$ cat src/rtl/uart_bus_ctrl.sv
// Core-side UART controller: DATA/STATUS/CTRL register window, TX push / RX pop sequencing, parity config.
// Latency: ack one cycle after req is sampled in IDLE, or one cycle after a blocking FIFO condition clears.
// Backpressure: stall = req & ~ack; waits in TX_WAIT/RX_WAIT while tx_full / rx_empty (optional RX timeout: UART_CTRL_RX_TIMEOUT_EN).
module uart_bus_ctrl #(
   parameter logic DEF_PARITY_EN   = 1'b1,
   parameter logic DEF_PARITY_TYPE = 1'b0,
   parameter int   RX_TIMEOUT      = 1024
) (
   input  logic       i_uart_ctrl_clk,
   input  logic       i_uart_ctrl_rst,
   input  logic       i_uart_ctrl_req,
   input  logic       i_uart_ctrl_we,
   input  logic [1:0] i_uart_ctrl_addr,
   input  logic [7:0] i_uart_ctrl_wdata,
   output logic [7:0] o_uart_ctrl_rdata,
   output logic       o_uart_ctrl_ack,
   output logic       o_uart_ctrl_stall,
   input  logic       i_uart_ctrl_tx_full,
   input  logic       i_uart_ctrl_rx_empty,
   input  logic [7:0] i_uart_ctrl_rx_pdata,
   output logic       o_uart_ctrl_tx_valid,
   output logic [7:0] o_uart_ctrl_tx_pdata,
   output logic       o_uart_ctrl_rx_request,
   output logic       o_uart_ctrl_parity_en,
   output logic       o_uart_ctrl_parity_type
);

   localparam logic [1:0] ADDR_DATA   = 2'd0;
   localparam logic [1:0] ADDR_STATUS = 2'd1;
   localparam logic [1:0] ADDR_CTRL   = 2'd2;

   typedef enum logic [1:0] {IDLE, TX_WAIT, RX_WAIT, RESP} state_t;

   state_t     state, state_nxt;
   logic [1:0] ctrl;
   logic [7:0] rdata_nxt;
   logic       push, pop, ctrl_wr, load_wdata;
   logic       timeout_flag;
   logic [7:0] status;

`ifdef UART_CTRL_RX_TIMEOUT_EN
   localparam int CW = (RX_TIMEOUT > 1) ? $clog2(RX_TIMEOUT) : 1;
   logic [CW-1:0] to_cnt;
   logic          to_fire, status_rd;
`else
   // Without the timeout option there is no counter and the flag reads as zero.
   assign timeout_flag = 1'b0;
`endif

   assign status                  = {3'b000, ctrl[1], ctrl[0], timeout_flag, i_uart_ctrl_rx_empty, i_uart_ctrl_tx_full};
   assign o_uart_ctrl_stall       = i_uart_ctrl_req & ~o_uart_ctrl_ack;
   assign o_uart_ctrl_parity_en   = ctrl[0];
   assign o_uart_ctrl_parity_type = ctrl[1];

   // State register.
   always_ff @(posedge i_uart_ctrl_clk or posedge i_uart_ctrl_rst) begin
      if (i_uart_ctrl_rst) state <= IDLE;
      else                 state <= state_nxt;
   end

   // Next-state decode; request fields only matter in IDLE, the WAIT states replay that decision.
   always_comb begin
      state_nxt  = state;
      rdata_nxt  = 8'h00;
      push       = 1'b0;
      pop        = 1'b0;
      ctrl_wr    = 1'b0;
      load_wdata = 1'b0;
`ifdef UART_CTRL_RX_TIMEOUT_EN
      to_fire    = 1'b0;
      status_rd  = 1'b0;
`endif
      case (state)
         IDLE: begin
            if (i_uart_ctrl_req) begin
               state_nxt = RESP;
               case (i_uart_ctrl_addr)
                  ADDR_DATA: begin
                     if (i_uart_ctrl_we) begin
                        load_wdata = 1'b1;
                        if (i_uart_ctrl_tx_full) state_nxt = TX_WAIT;
                        else                     push      = 1'b1;
                     end else begin
                        if (i_uart_ctrl_rx_empty) state_nxt = RX_WAIT;
                        else begin
                           pop       = 1'b1;
                           rdata_nxt = i_uart_ctrl_rx_pdata;
                        end
                     end
                  end
                  ADDR_STATUS: begin
                     if (!i_uart_ctrl_we) begin
                        rdata_nxt = status;
`ifdef UART_CTRL_RX_TIMEOUT_EN
                        status_rd = 1'b1;
`endif
                     end
                  end
                  ADDR_CTRL: begin
                     if (i_uart_ctrl_we) ctrl_wr   = 1'b1;
                     else                rdata_nxt = {6'b0, ctrl};
                  end
                  default: rdata_nxt = 8'h00;
               endcase
            end
         end
         TX_WAIT: begin
            if (!i_uart_ctrl_tx_full) begin
               push      = 1'b1;
               state_nxt = RESP;
            end
         end
         RX_WAIT: begin
            if (!i_uart_ctrl_rx_empty) begin
               pop       = 1'b1;
               rdata_nxt = i_uart_ctrl_rx_pdata;
               state_nxt = RESP;
            end
`ifdef UART_CTRL_RX_TIMEOUT_EN
            else if (to_cnt == CW'(RX_TIMEOUT - 1)) begin
               to_fire   = 1'b1;
               rdata_nxt = 8'hFF;
               state_nxt = RESP;
            end
`endif
         end
         RESP:    state_nxt = IDLE;
         default: state_nxt = IDLE;
      endcase
   end

   // Registered outputs: push/pop pulses and read data land in the RESP cycle alongside ack.
   always_ff @(posedge i_uart_ctrl_clk or posedge i_uart_ctrl_rst) begin
      if (i_uart_ctrl_rst) begin
         o_uart_ctrl_rdata      <= 8'h00;
         o_uart_ctrl_ack        <= 1'b0;
         o_uart_ctrl_tx_valid   <= 1'b0;
         o_uart_ctrl_tx_pdata   <= 8'h00;
         o_uart_ctrl_rx_request <= 1'b0;
         ctrl                   <= {DEF_PARITY_TYPE, DEF_PARITY_EN};
      end else begin
         o_uart_ctrl_rdata      <= rdata_nxt;
         o_uart_ctrl_ack        <= (state != RESP) && (state_nxt == RESP);
         o_uart_ctrl_tx_valid   <= push;
         o_uart_ctrl_rx_request <= pop;
         if (load_wdata) o_uart_ctrl_tx_pdata <= i_uart_ctrl_wdata;
         if (ctrl_wr)    ctrl                 <= i_uart_ctrl_wdata[1:0];
      end
   end

`ifdef UART_CTRL_RX_TIMEOUT_EN
   // Wait counter is held at zero outside RX_WAIT so each wait starts fresh.
   always_ff @(posedge i_uart_ctrl_clk or posedge i_uart_ctrl_rst) begin
      if (i_uart_ctrl_rst)      to_cnt <= '0;
      else if (state != RX_WAIT) to_cnt <= '0;
      else                      to_cnt <= to_cnt + CW'(1);
   end

   // Sticky timeout flag; a STATUS read reports it and clears it on the same edge.
   always_ff @(posedge i_uart_ctrl_clk or posedge i_uart_ctrl_rst) begin
      if (i_uart_ctrl_rst) timeout_flag <= 1'b0;
      else if (to_fire)    timeout_flag <= 1'b1;
      else if (status_rd)  timeout_flag <= 1'b0;
   end
`endif

endmodule
$ cat config.mk
export PLATFORM = sky130hd
export DESIGN_NAME = uart_bus_ctrl
export DESIGN_NICKNAME = d
export VERILOG_FILES = /design/src/rtl/uart_bus_ctrl.sv
export SDC_FILE = /design/constraint.sdc
export NUM_CORES = 1
export LEC_CHECK = 0
export CORE_ASPECT_RATIO = 0.75
export CORE_MARGIN = 8
export CORE_UTILIZATION = 30
export DETAILED_ROUTE_END_ITERATION = 10
export PLACE_DENSITY = 0.68
export RECOVER_POWER = 50
export SYNTH_ARGS = -nofsm -noshare
export SYNTH_HDL_FRONTEND = slang
export SYNTH_SLANG_ARGS = --single-unit
$ cat constraint.sdc
create_clock -name i_uart_ctrl_clk -period 3 [get_ports i_uart_ctrl_clk]
set_input_delay 0.6 -clock i_uart_ctrl_clk [delete_from_list [all_inputs] [get_ports i_uart_ctrl_clk]]
set_output_delay 0.6 -clock i_uart_ctrl_clk [all_outputs]
set_load 0.005 [all_outputs]
# After elaboration in Yosys (flattened, before gate mapping)
# Cells that the tools add are included.
# W data, S select, Z words.
op_classes:
  eq_ne: 7
  muxes: 32
  n_bitwise: 2
  reduce_logical: 3
op_table:
  columns: ["cell", "count"]
  rows:
  - ["$mux W8", 3]
  - ["$pmux W8 S3", 1]
  - ["$mux W1", 16]
  - ["$pmux W8 S2", 1]
  - ["$mux W2", 7]
  - ["$eq A2 B2 Y1 const B", 4]
  - ["$pmux W2 S4", 1]
  - ["$mux W5", 1]
  - ["$eq A2 B1 Y1 const B", 2]
  - ["$logic_not A2 Y1", 2]
  - ["$pmux W1 S2", 2]
  - ["$ne A2 B2 Y1 const B", 1]
  - ["$and A1 B1 Y1", 1]
  - ["$logic_and A1 B1 Y1", 1]
  - ["$not A1 Y1", 1]
totals:
  reg_bits: 23
  input_bits: 24
  output_inout_bits: 22
  word_cells: 51

# Depth between registers and ports, before layout
depth:
  word_depth: 7
  ltp_mapped: 4
  depth_no_buf: 3

# Worst setup path before layout
# OpenSTA, ideal clock, no wires.
synth_timing:
  path_kind: "input-to-reg"
  startpoint: "input port i_uart_ctrl_req"
  endpoint: "register ctrl[1]"
  setup_time_ns: 0.127
  t_arrival_ns: 1.350
  required_time_ns: 2.873
  slack_ns: 1.522
  stages: 3
  path_cell_list: "nor3b_2 -> and4_4 -> mux2_1"
synth_between:
  elab_chain_cells: 2
synth_lines:
  columns: ["item", "line", "rtl"]
  rows:
  - ["start: declaration", "11", "input logic i_uart_ctrl_req,"]
  - ["$mux W1", "75", "if (i_uart_ctrl_req) begin"]
  - ["$mux W1", "73", "case (state)"]
  - ["end signal: assignment", "140", "ctrl <= {DEF_PARITY_TYPE, DEF_PARITY_EN};"]
  - ["end signal: assignment", "147", "if (ctrl_wr) ctrl <= i_uart_ctrl_wdata[1:0];"]
  - ["end: declaration", "35", "logic [1:0] ctrl;"]
# No other way between the ends.
# A chain may end at the register's enable or synchronous reset.

# Worst setup path in the final report
layout_timing:
  startpoint: "input port i_uart_ctrl_req"
  endpoint: "output port o_uart_ctrl_stall"
layout_between:
  elab_chain_cells: 1
layout_lines:
  columns: ["item", "line", "rtl"]
  rows:
  - ["$and A1 B1 Y1", "51", "assign o_uart_ctrl_stall = i_uart_ctrl_req & ~o_uart_ctrl_ack;"]
  - ["end: declaration", "17", "output logic o_uart_ctrl_stall,"]
# No other way between the ends.

==> impl_metrics.py <==
metrics = {
    "pwr": {
        "power_switching_mw": 0.3192,
        "vdd_drop_max_v": 0.0004478,
        "p_int_mw": 0.8310,
        "power.total_mw": 1.150,
        "clock_power_share_pct": 16.3,
        "switching_share_pct": 27.75,
        "p_per_area_nw_per_um2": 741.4,
        "leakagePower_nw": 0.7269,
        "power_frac_seq_pct": 44.8,
        "pwr-share-comb_pct": 38.9,
    },
    "layout": {
        "instances_no_fill": 160,
        "fillers": 302,
        "drive_gt1_share_pct": 15.83,
        "antenna_cells": 0,
        "nets": 145,
        "syn_to_final_growth_pct": 51.22,
    },
    "placement": {
        "place_hpwl_mm": 1.962,
        "gp_congestion": 0.7389,
        "io_buffers": 45,
        "dp_slack_ps": 630.4,
        "dp_cells": 156,
    },
    "sta": {
        "whs_ps": 518.0,
        "worst_pin_slew_ps": 857.6,
        "setup_tns_ps": 0,
        "final.min_clock_period_ps": 2354,
        "max_clock_freq_mhz": 424.8,
        "fin_crit_sh_pct": 78.48,
        "setup_viol": 0,
        "grt_setup_unrepaired": "no",
        "finalWorstSetupSlack_ps": 645.7,
        "clock_skew_ps": 2.851,
        "slew_violations": 0,
        "slew_headroom_pct": 42.77,
        "hold_viol": 0,
    },
    "grt": {
        "grt_pass1_wl_mm": 4.250,
        "grt_usage_pct": 9.636,
        "grt_pass1_vias": 833,
        "grt_max_degree": 24,
        "grt_overflow": 0,
        "antenna_found_initial": 0,
    },
    "die": {
        "initial_core_util_pct": 31.20,
        "die_width_um": 83.53,
        "core_area_um2": 3288,
        "num_rows": 18,
        "io_pins": 46,
        "fp.dieH_um": 66.65,
        "die_area_um2": 5567,
    },
    "flow_run": {
        "cap_violations": 0,
    },
    "setup_path": {
        "worst_setup_path_start_kind": "input pin",
        "crit_fanout": 4,
        "path_class": "input pin to primary output",
        "crit_required_ps": 2400,
        "worst_setup_path_end_kind": "primary output",
        "crit_arrival_ps": 1750,
    },
    "clock_tree": {
        "cts_setup_buffers": 0,
        "tritoncts": "done",
        "h-tree-depth": 1,
        "clock_path_buffers": 2,
        "clock_latency_ps": 260,
        "path_clk_slew_ps": 80,
        "hold_buffers": 0,
        "root_buffer": "clkbuf_8",
        "post_cts_resized": 0,
        "numCtsBuffers": 3,
        "cts_sinks": 23,
    },
    "min_path": {
        "hp-class": "flip-flop to flip-flop",
    },
    "yosys": {
        "syn_area_um2": 1026,
        "ys_seq_elements": 23,
        "syn_nets": 97,
        "synth_area_per_cell_um2": 14.05,
        "synth.yosys.seq_area_share_pct": 56.22,
        "yosysWarnings": 0,
        "synth_cell_types": 32,
        "synth_cells": 73,
    },
    "routing": {
        "viasPerCell": 4.731,
        "wl_per_cell_um": 15.96,
        "dr.pass1.iters": 4,
        "antenna_left": 0,
        "first_iter_violations": 42,
        "drc": 0,
        "routed_wl_mm": 2.554,
        "vias": 757,
    },
    "run_status": {
        "outcome": "completed",
    },
}
[through the flow]
step | cell area [um2] | util, %
3_3_place_gp | 1510 | 45.93
4_1_cts | 1556 | 47.34
2_1_floorplan | 1026 | -
3_5_place_dp | 1510 | 45.93
6_report | 1551 | 47.18
5_1_grt | 1551 | 47.18
[registers in the layout (all words and copies together), names as in the netlist]
name	count
ctrl	2
o_uart_ctrl_ack	1
o_uart_ctrl_rdata	8
o_uart_ctrl_rx_request	1
o_uart_ctrl_tx_pdata	8
o_uart_ctrl_tx_valid	1
state	2
[worst paths after layout]
| check | from | cells past startpoint | endpoint | slack (ps) |
|---|---|---|---|---|
| worst max register to register | state[0] | 3 | ctrl[1] | 1500 |
| worst min register to register | o_uart_ctrl_tx_pdata[7] | 1 | o_uart_ctrl_tx_pdata[7] | 520 |
| min in group asynchronous | i_uart_ctrl_rst | 2 | o_uart_ctrl_rdata[7] | 950 |
| worst min-delay path | o_uart_ctrl_tx_pdata[7] | 1 | o_uart_ctrl_tx_pdata[7] | 520 |
| worst max-delay path | i_uart_ctrl_req | 3 | o_uart_ctrl_stall | 650 |
| max in group asynchronous | i_uart_ctrl_rst | 2 | o_uart_ctrl_tx_pdata[6] | 1520 |
[synth_stat cells, drive strengths merged]
cell	count	area, um2
dfrtp	22	550.5
mux2	10	142.6
and3b	4	35.03
and2	3	18.77
nand2	3	18.77
nor2	3	13.77
a22o	2	17.52
buf	2	16.26
inv	2	7.510
nor3	2	10.01
nor3b	2	25.02
nor4	2	12.51
nor4b	2	23.77
o21ai	2	10.00
a21o	1	8.760
a21oi	1	5.000
a311oi	1	8.760
a31oi	1	6.260
and4	1	11.26
and4bb	1	16.27
dfstp	1	26.28
nand3b	1	7.510
nor2b	1	6.260
nor4bb	1	10.01
o22a	1	8.760
o2bb2ai	1	8.760
[placed cells by master, fill, tap and decap left out]
cell type and count:
mux2_1 2, clkdlybuf4s50_1 35, o21ai_1 1, dfrtp_1 22
nor3b_2 2, nand3b_1 1, mux2_4 8, a21o_1 1
nand2_4 1, dfstp_2 1, o22a_1 1, nor4b_2 1
nor3_1 2, nor4bb_1 1, nor2_2 1, nor2b_1 1
clkinv_2 1, a22o_1 2, a21oi_1 1, o2bb2ai_1 1
inv_1 2, o21ai_0 1, a311oi_1 1, nor4_1 2
nor2_1 2, nor4b_1 1, and4bb_1 1, and4_4 1
a31oi_1 1, clkbuf_8 3, nand2_1 2, dlygate4sd3_1 10
and3b_1 4, and2_1 3
[worst max-delay path, stage by stage]
cell and delay, ps:
clkdlybuf4s50_1 510, nor2b_1 140, clkdlybuf4s50_1 500
[metal layers]
| metal | share of wire (%) | GRT usage, % | wire, um | vias to the layer above |
|---|---|---|---|---|
| li1 | - | - | - | 361 |
| met1 | 47 | 10.87 | 1194 | 360 |
| met2 | 43 | 15.68 | 1106 | 34 |
| met3 | 9.2 | 5.238 | 236 | 2 |
| met4 | 0.67 | 2.575 | 17 | 0 |
| met5 | 0 | 0 | 0 | - |
[cells by family (layout without fill, tap and decap cells)]
logic type | after synthesis | count (layout) | synth area share [%]
compound gates | 10 | 10 | 7.195
buf+inv | 4 | 51 | 2.317
flops | 23 | 23 | 56.22
mux | 10 | 10 | 13.90
simple gates | 26 | 26 | 20.37
[power groups by stage]
stage                     registers [mW]  logic [mW]  clock network, mW
final                              0.515       0.448              0.188
after global routing               0.528       0.484              0.212
after CTS                          0.517       0.467              0.197
after detailed placement           0.520       0.465                  0
after global placement             0.514       0.460                  0
after floorplan                    0.502       0.215                  0
[final cells by class]
type                    count  area [um2]  area share [%]
repair buffers             45       450.4           29.03
flip-flops and latches     23       576.8           37.18
well taps                  40       50.05           3.226
multi-input cells          46       420.4           27.10
clock buffers               3       41.29           2.661
inverters                   2       7.507          0.4839
clock inverters             1       5.005          0.3226
Note: power is estimated with default switching activity, not from simulation.
